==> config.mk <==
export PLATFORM = sky130hd
export DESIGN_NAME = btn_debounce_n
export DESIGN_NICKNAME = d
export VERILOG_FILES = /design/src/rtl/btn_debounce_pkg.sv /design/src/rtl/btn_debounce_ch.sv /design/src/rtl/btn_debounce_n.sv
export SDC_FILE = /design/constraint.sdc
export NUM_CORES = 1
export LEC_CHECK = 0
export ABC_AREA = 1
export CAP_MARGIN = 20
export CORE_MARGIN = 5
export CORE_UTILIZATION = 40
export DETAILED_ROUTE_END_ITERATION = 8
export PLACE_DENSITY = 0.69
export SLEW_MARGIN = 5
export SYNTH_ARGS = -nofsm -noshare
export SYNTH_HDL_FRONTEND = slang
export SYNTH_SLANG_ARGS = --single-unit
==> constraint.sdc <==
create_clock -name debounce_clk -period 2.1 [get_ports debounce_clk]
set_input_delay 0.525 -clock debounce_clk [delete_from_list [all_inputs] [get_ports debounce_clk]]
set_output_delay 0.525 -clock debounce_clk [all_outputs]
set_load 0.05 [all_outputs]
==> src/rtl/btn_debounce_pkg.sv <==
// Shared types for the multi-channel button debouncer: per-channel FSM state
// encoding and a parameter sanity check used at elaboration.
package btn_debounce_pkg;

  localparam logic [1:0] ENC_IDLE         = 2'b00;
  localparam logic [1:0] ENC_PRESS_WAIT   = 2'b01;
  localparam logic [1:0] ENC_HELD         = 2'b11;
  localparam logic [1:0] ENC_RELEASE_WAIT = 2'b10;

  typedef enum logic [1:0] {
    ST_IDLE         = ENC_IDLE,
    ST_PRESS_WAIT   = ENC_PRESS_WAIT,
    ST_HELD         = ENC_HELD,
    ST_RELEASE_WAIT = ENC_RELEASE_WAIT
  } db_state_t;

  function automatic bit cfg_ok(input int num_ch, input int stable,
                                input int rdelay, input int rperiod);
    return (num_ch >= 1) && (num_ch <= 32) && (stable >= 2) &&
           (stable <= 65535) && (rdelay >= 1) && (rperiod >= 1);
  endfunction

endpackage

==> src/rtl/btn_debounce_ch.sv <==
// One debounce channel: 2-flop synchroniser, stability FSM and pulse outputs.
// Auto-repeat on hold is built in when BTN_DEBOUNCE_REPEAT_EN is defined.
//
// state         | meaning
// IDLE          | debounced level 0, input agrees
// PRESS_WAIT    | input went high, counting stable high samples
// HELD          | debounced level 1, input agrees
// RELEASE_WAIT  | input went low, counting stable low samples
module btn_debounce_ch
  import btn_debounce_pkg::*;
#(
  parameter int STABLE_CYCLES = 11
`ifdef BTN_DEBOUNCE_REPEAT_EN
  ,
  parameter int REPEAT_DELAY  = 64,
  parameter int REPEAT_PERIOD = 16
`endif
) (
  input  logic debounce_clk,
  input  logic rst,
  input  logic btn,
  output logic level,
  output logic press,
  output logic release_pulse
);

  localparam int CW = $clog2(STABLE_CYCLES + 1);
  localparam logic [CW-1:0] CNT_LAST = CW'(STABLE_CYCLES - 1);

  logic          sync_q1, sync_in;
  db_state_t     state_q, state_d;
  logic [CW-1:0] cnt_q, cnt_d;
  logic          level_d, press_d, release_d;

`ifdef BTN_DEBOUNCE_REPEAT_EN
  localparam int RPT_MAX = (REPEAT_DELAY > REPEAT_PERIOD) ? REPEAT_DELAY : REPEAT_PERIOD;
  localparam int RPT_W   = $clog2(RPT_MAX + 1);
  logic [RPT_W-1:0] rpt_q, rpt_d;
`endif

  always_comb begin
    state_d   = state_q;
    cnt_d     = cnt_q;
    press_d   = 1'b0;
    release_d = 1'b0;
    case (state_q)
      ST_IDLE: begin
        cnt_d = '0;
        if (sync_in) begin
          state_d = ST_PRESS_WAIT;
          cnt_d   = CW'(1);
        end
      end
      ST_PRESS_WAIT: begin
        if (!sync_in) begin
          state_d = ST_IDLE;
          cnt_d   = '0;
        end else if (cnt_q == CNT_LAST) begin
          state_d = ST_HELD;
          cnt_d   = '0;
          press_d = 1'b1;
        end else begin
          cnt_d = cnt_q + CW'(1);
        end
      end
      ST_HELD: begin
        if (!sync_in) begin
          state_d = ST_RELEASE_WAIT;
          cnt_d   = CW'(1);
        end
      end
      ST_RELEASE_WAIT: begin
        if (sync_in) begin
          state_d = ST_HELD;
          cnt_d   = '0;
        end else if (cnt_q == CNT_LAST) begin
          state_d   = ST_IDLE;
          cnt_d     = '0;
          release_d = 1'b1;
        end else begin
          cnt_d = cnt_q + CW'(1);
        end
      end
      default: begin
        state_d = ST_IDLE;
        cnt_d   = '0;
      end
    endcase

`ifdef BTN_DEBOUNCE_REPEAT_EN
    // Down-counter reloads on fresh acceptance, pauses while release is pending.
    rpt_d = rpt_q;
    if (state_q == ST_PRESS_WAIT && state_d == ST_HELD) begin
      rpt_d = RPT_W'(REPEAT_DELAY);
    end else if (state_q == ST_HELD && state_d == ST_HELD) begin
      if (rpt_q == RPT_W'(1)) begin
        rpt_d   = RPT_W'(REPEAT_PERIOD);
        press_d = 1'b1;
      end else begin
        rpt_d = rpt_q - RPT_W'(1);
      end
    end
`endif

    level_d = (state_d == ST_HELD) || (state_d == ST_RELEASE_WAIT);
  end

  always_ff @(posedge debounce_clk) begin
    if (rst) begin
      sync_q1       <= 1'b0;
      sync_in       <= 1'b0;
      state_q       <= ST_IDLE;
      cnt_q         <= '0;
      level         <= 1'b0;
      press         <= 1'b0;
      release_pulse <= 1'b0;
    end else begin
      sync_q1       <= btn;
      sync_in       <= sync_q1;
      state_q       <= state_d;
      cnt_q         <= cnt_d;
      level         <= level_d;
      press         <= press_d;
      release_pulse <= release_d;
    end
  end

`ifdef BTN_DEBOUNCE_REPEAT_EN
  always_ff @(posedge debounce_clk) begin
    if (rst) rpt_q <= '0;
    else     rpt_q <= rpt_d;
  end
`endif

endmodule

==> src/rtl/btn_debounce_n.sv <==
// NUM_CH independent debounced buttons with press/release pulses.
// Define BTN_DEBOUNCE_REPEAT_EN to auto-repeat press while a button is held.
module btn_debounce_n
  import btn_debounce_pkg::*;
#(
  parameter int NUM_CH        = 4,
  parameter int STABLE_CYCLES = 11,
  parameter int REPEAT_DELAY  = 64,
  parameter int REPEAT_PERIOD = 16
) (
  input  logic              debounce_clk,
  input  logic              rst,
  input  logic [NUM_CH-1:0] btn,
  output logic [NUM_CH-1:0] level,
  output logic [NUM_CH-1:0] press,
  // "release" is a reserved word, hence the suffix
  output logic [NUM_CH-1:0] release_pulse
);

  if (!cfg_ok(NUM_CH, STABLE_CYCLES, REPEAT_DELAY, REPEAT_PERIOD)) begin : g_cfg_bad
    $error("btn_debounce_n: parameter out of range");
  end

  for (genvar g = 0; g < NUM_CH; g++) begin : g_ch
    btn_debounce_ch #(
      .STABLE_CYCLES(STABLE_CYCLES)
`ifdef BTN_DEBOUNCE_REPEAT_EN
      ,
      .REPEAT_DELAY (REPEAT_DELAY),
      .REPEAT_PERIOD(REPEAT_PERIOD)
`endif
    ) u_ch (
      .debounce_clk (debounce_clk),
      .rst          (rst),
      .btn          (btn[g]),
      .level        (level[g]),
      .press        (press[g]),
      .release_pulse(release_pulse[g])
    );
  end

endmodule

==> flow_summary_export.csv, run 1 <==
group,metric,value,unit
status,status,"complete, no violations",
clock_tree,clockBufferDepth,2,
critical_path,path_class,"register to output port",
critical_path,crit_chain,"clkdlybuf4s50_1",
logic_synthesis,netlist-cell-type-count,30,
sta,finalCritPeriodShare,0.9192,
clock_tree,clk_pin_slew_worst_paths,0.08,ns
clock_tree,cts_tree,"done",
clock_tree,clock_sinks,44,
flow_run,cap_violations,0,
place,dpl.hpwl,2384,um
place,io_buffers,17,
global_routing,grt_pass1_vias,1371,
die,dieWidth,82.00,um
clock_tree,clock_latency,0.29,ns
place,gp_congestion,0.7822,
sta,hold_violations,0,
critical_path,worstPathArrival,1.41,ns
global_routing,grt_pass1_wl,5920,um
die,fp-row-count,26,
sta,holdWs,0.4115,ns
routing,ant_nets,0,
logic_synthesis,yosysSeqAreaShare,0.4249,
die,core-area,0.005075,mm2
critical_path,worstPathMaxFanout,1,
routing,routedWlPerCell,9.906,um
logic_synthesis,ys.warnings.count,0,
critical_path,critical_path.max_stage_delay,0.80,ns
routing,drc_errors,0,
critical_path,cpMaxStageDelayCell,"clkdlybuf4s50_1",
sta,period_minus_slack,1.930,ns
cells_and_area,multi_input_area,937.1,um2
global_routing,grt.total_usage,0.1163,
routing,firstDrtPassIters,4,
logic_synthesis,synth-edff-count,0,
sta,setup_viol,0,
sta,final.setup_skew,0.002972,ns
routing,routed_wirelength,3368,um
logic_synthesis,synth.avg_cell_area,7.974,um2
sta,slew_violations,0,
critical_path,crit_buf_inv,1,
logic_synthesis,synth.net_count,274,
global_routing,grt_start_max_net_pins,39,
global_routing,antenna_found_initial,0,
critical_path,cp_top_family,"buffers and inverters",
sta,worstMarginPinSlew,0.5002,ns
cells_and_area,fin_nets,283,
routing,viasPerCell,4.618,
cells_and_area,drive_gt1_frac,0.1778,
routing,dr_total_vias,1570,
logic_synthesis,synth_flop_cell,"dfxtp_1",
clock_tree,hold_buffers,0,
clock_tree,root_buffer,"clkbuf_8",
die,dieArea,0.006723,mm2
cells_and_area,num_antenna_cells,0,
sta,fmax,0.5180,GHz
cells_and_area,seqCellArea,880.8,um2
cells_and_area,fillers,506,
clock_tree,cts_resized,0,
die,io_pins,18,
sta,tns,0,ns
logic_synthesis,async_flop_share,0,
global_routing,grt_overflow,0,
sta,rsz0062_at_grt,"false",
clock_tree,cts_setup_buffers,0,
hold_path,hold_class,"register to register",
pwr,p_leak,0.9545,nW
pwr,ir_worst_vdd,0.3281,mV
critical_path,crit_required,1.57,ns
critical_path,start_kind,"register",
logic_synthesis,ys_seq_elements,44,
clock_tree,numCtsBuffers,5,
sta,slew_headroom,0.6655,
die,die_h,82.00,um
clock_tree,h-tree-depth,2,
logic_synthesis,netlist_area,0.002073,mm2
critical_path,rrSetupSlack,0.77,ns
routing,drt_first_iter_violations,63,
cells_and_area,syn2layout_area_growth,12.61,%
pwr,p_per_area,624.0,mW/mm2
logic_synthesis,synthCells,260,
critical_path,crit_path_end_kind,"output port",
die,initial_utilization,0.4085,
cells by family (layout without fill, tap and decap cells):
| group | Yosys count | in the layout | synth area share |
|---|---|---|---|
| xor+xnor | 4 | 4 | 0.01690 |
| flops | 44 | 44 | 0.4249 |
| compound gates | 27 | 27 | 0.07665 |
| buf+inv | 55 | 65 | 0.1231 |
| fa+ha+maj | 8 | 8 | 0.04828 |
| simple gates | 122 | 122 | 0.3102 |
layout by cell type (no fill, tap or decap), drive strengths merged, types with 2 or more instances in the layout:
cell	synthesis	final
a21oi	17	17
nor2	25	25
clkdlybuf4s50	0	17
nor3	13	13
nand3	20	20
clkbuf	1	6
nand2	55	55
nor4	2	2
nand3b	2	2
o22ai	2	2
clkinv	0	2
inv	39	39
ha	8	8
xor2	4	4
o21ai	7	7
dfxtp	44	44
nand4	5	5
synth_stat cells, types with 4 or more instances:
cell type | count | area share
nand2_1 | 51 | 0.092
nand3_1 | 15 | 0.036
xor2_1 | 4 | 0.017
a21oi_1 | 14 | 0.034
inv_2 | 14 | 0.025
buf_4 | 12 | 0.043
nand4_1 | 5 | 0.015
dfxtp_1 | 44 | 0.42
nand2_2 | 4 | 0.012
nor3_1 | 9 | 0.022
nor2_2 | 5 | 0.015
ha_1 | 8 | 0.048
nor2_1 | 20 | 0.036
inv_1 | 25 | 0.045
metrics by stage:
step                      area [um2]  std cells    util  setup slack [ns]  power (mW)
after global placement          2242        332  0.4418            0.4932      0.9314
after CTS                       2335        340  0.4601            0.1449       1.487
final                           2335        340  0.4601            0.1696       1.457
after floorplan                 2073        260       -            0.9531      0.9106
after detailed placement        2242        332  0.4418            0.4917      0.9326
after global routing            2335        340  0.4601            0.1041       1.532
metal layers:
metal,part of all wire,GRT usage
met1,0.47,0.1356
met2,0.46,0.1866
met3,0.046,0.04167
met4,0.023,0.05980
met5,0,0
path summary, 6_finish.rpt:
path | start | end | cells past startpoint
worst max-delay path | g_ch[0].u_ch.level | level[0] | 1
worst min-delay path | g_ch[2].u_ch.sync_q1 | g_ch[2].u_ch.sync_in | 2
worst max register to register | g_ch[1].u_ch.cnt_q[0] | g_ch[1].u_ch.cnt_q[0] | 7
worst min register to register | g_ch[2].u_ch.sync_q1 | g_ch[2].u_ch.sync_in | 2
state kept, by name (all words and copies together), names as in the netlist:
register                 cells
g_ch.u_ch.level              4
g_ch.u_ch.sync_q1            4
g_ch.u_ch.press              4
g_ch.u_ch.state_q            8
g_ch.u_ch.sync_in            4
g_ch.u_ch.cnt_q             16
g_ch.u_ch.release_pulse      4
area by class of cell:
type	count	area share
Sequential cell	44	0.3773
Clock buffer	6	0.03537
Clock inverter	2	0.004287
Tap cell	70	0.03751
Multi-Input combinational cell	161	0.4014
Timing Repair Buffer	18	0.08146
Inverter	39	0.06270
report_power, final:
part / internal [mW] / switching [mW]
Sequential: 0.845 / 0.0105
Clock: 0.263 / 0.282
Combinational: 0.0225 / 0.0341
Total: 1.13 / 0.327
No activity file was read; power rests on OpenSTA's default activity.
==> run 2, diff against run 1 <==
PLACE_DENSITY = 0.6   (was 0.69)
==> run 2 against run 1 <==
  * Maximum frequency shrank 1.0%
  * Via count shrank 0.25%
  * Hold slack lost 0.0023 ns
  * Die area is the same
  * Clock power shrank 1%
  * Combinational power is essentially flat
  * Worst setup slack lost 0.020 ns
  * First-iteration DRC count shrank 44%
  * Power shrank 0.54%
  * Count of clock-buffer cells in the layout shrank 1
  * Largest power group unchanged
  * Critical endpoint unchanged
==> flow_summary_export.csv, run 2 (synthesis results as in run 1) <==
group,metric,value,unit
place,postPlaceCellArea,0.002242,mm2
critical_path,worstReg2RegStart,"g_ch[0].u_ch.cnt_q[0]",
critical_path,cp_top_family,"buffers and inverters",
pwr,p_per_area,620.6,mW/mm2
sta,setup_viol,0,
clock_tree,numCtsBuffers,5,
critical_path,crit_path_end_kind,"output port",
hold_path,min_from,"g_ch[0].u_ch.sync_q1",
critical_path,crit_chain,"clkdlybuf4s50_1",
sta,final.setup_skew,0.008087,ns
clock_tree,cts_setup_buffers,0,
routing,firstDrtPassIters,4,
critical_path,critical_path.max_stage_delay,0.80,ns
clock_tree,cts_resized,0,
critical_path,crit_buf_inv,1,
cells_and_area,multi_input_area,937.1,um2
pwr,pwr-share-comb,0.039,
cells_and_area,syn2layout_area_growth,12.61,%
sta,worstMarginPinSlew,0.5018,ns
global_routing,grt.total_usage,0.1129,
global_routing,grt_pass1_wl,5913,um
flow_run,cap_violations,0,
cells_and_area,top_regs,"g_ch.u_ch.cnt_q x16, g_ch.u_ch.state_q x8",
sta,slew_headroom,0.6644,
die,dieArea,0.006723,mm2
clock_tree,root_buffer,"clkbuf_8",
die,dieWidth,82.00,um
routing,dr_wl_met3,127,um
die,initial_utilization,0.4085,
status,status,"complete, no violations",
clock_tree,h-tree-depth,2,
critical_path,start_kind,"register",
global_routing,grt_pass1_vias,1358,
critical_path,crit_start,"g_ch[0].u_ch.level",
place,dpl.hpwl,2405,um
routing,routedWlPerCell,9.959,um
pwr,p_int,1.103,mW
clock_tree,hold_buffers,0,
pwr,power_switching,0.3461,mW
routing,wl_met2,1588,um
pwr,pwr-share-clk,0.371,
sta,fmax,0.5128,GHz
sta,hold_violations,0,
clock_tree,clk_pin_slew_worst_paths,0.08,ns
cells_and_area,fin_nets,283,
cells_and_area,fin_util,0.4601,
pwr,seqPwrFrac,0.591,
clock_tree,clockBufferDepth,2,
cells_and_area,fillers,530,
cells_and_area,fin_area,0.002335,mm2
cells_and_area,seqCellArea,880.8,um2
sta,fin_ws,0.1499,ns
die,io_pins,18,
place,gp_congestion,0.7692,
cells_and_area,layout_common_cells,"nand2_1, dfxtp_1, inv_1, nor2_1, clkdlybuf4s50_1",
routing,drc_errors,0,
critical_path,crit_required,1.57,ns
cells_and_area,layout_commonest_cell,"nand2_1",
routing,routed_wirelength,3386,um
die,core-area,0.005075,mm2
pwr,p_leak,0.9439,nW
place,place_ws,0.4924,ns
clock_tree,clock_latency,0.30,ns
sta,period_minus_slack,1.950,ns
global_routing,antenna_found_initial,0,
global_routing,grt_start_max_net_pins,39,
die,die_h,82.00,um
sta,tns,0,ns
pwr,power,1.449,mW
critical_path,cpMaxStageDelayCell,"clkdlybuf4s50_1",
sta,slew_violations,0,
cells_and_area,drive_gt1_frac,0.1778,
hold_path,hold_class,"register to register",
pwr,swShare,0.2388,
critical_path,path_class,"register to output port",
cells_and_area,regMostFlops,"g_ch.u_ch.cnt_q",
place,io_buffers,17,
critical_path,rrSetupSlack,0.81,ns
die,fp-row-count,26,
clock_tree,clock_sinks,44,
routing,ant_nets,0,
sta,finalCritPeriodShare,0.9286,
routing,viasPerCell,4.606,
critical_path,worstPathMaxFanout,1,
pwr,ir_worst_vdd,0.2655,mV
global_routing,grt_overflow,0,
critical_path,worstPathArrival,1.43,ns
routing,drt_first_iter_violations,35,
cells_and_area,num_antenna_cells,0,
routing,dr_total_vias,1566,
sta,rsz0062_at_grt,"false",
cells_and_area,largest_reg_flops,16,
clock_tree,cts_tree,"done",
routing,m1WireLength,1636,um
routing,top_layer_used,"met4",
run 2: cell types whose count changed in the layout (fill, tap and decap cells not counted), sizes merged:
cell / before / now
clkbuf: 6 / 5
clkinv: 2 / 1
clkinvlp: 0 / 2
run 2: layout make-up:
| type | count | share of cell area |
|---|---|---|
| well taps | 70 | 0.03751 |
| flip-flops and latches | 44 | 0.3773 |
| clock inverters | 3 | 0.01018 |
| clock buffers | 5 | 0.02947 |
| inverters | 39 | 0.06270 |
| multi-input cells | 161 | 0.4014 |
| repair buffers | 18 | 0.08146 |
run 2: final timing paths:
path / endpoint / cells after the start
worst min-delay path: g_ch[0].u_ch.sync_in / 2
worst max-delay path: level[0] / 1
worst max register to register: g_ch[0].u_ch.state_q[1] / 5
worst min register to register: g_ch[0].u_ch.sync_in / 2
run 2: per-layer routing:
layer,GRT usage,vias up
met5,0,-
met4,0.03987,0
met3,0.03947,3
met2,0.1761,18
met1,0.1438,703
li1,-,842
run 2: per-stage QoR:
stage	hold WS, ns	std cells
after CTS	0.4135	340
after global placement	0.3890	332
after detailed placement	0.4004	332
final	0.4092	340
after global routing	0.4340	340
after floorplan	0.3883	260
run 2: power by group through the flow:
stage	Sequential [mW]	Clock [mW]	Combinational, mW
2_1_floorplan	0.873	0	0.0376
3_3_place_gp	0.875	0	0.0571
3_5_place_dp	0.876	0	0.0577
4_1_cts	0.856	0.569	0.0576
5_1_grt	0.858	0.604	0.0647
6_report	0.856	0.537	0.0563
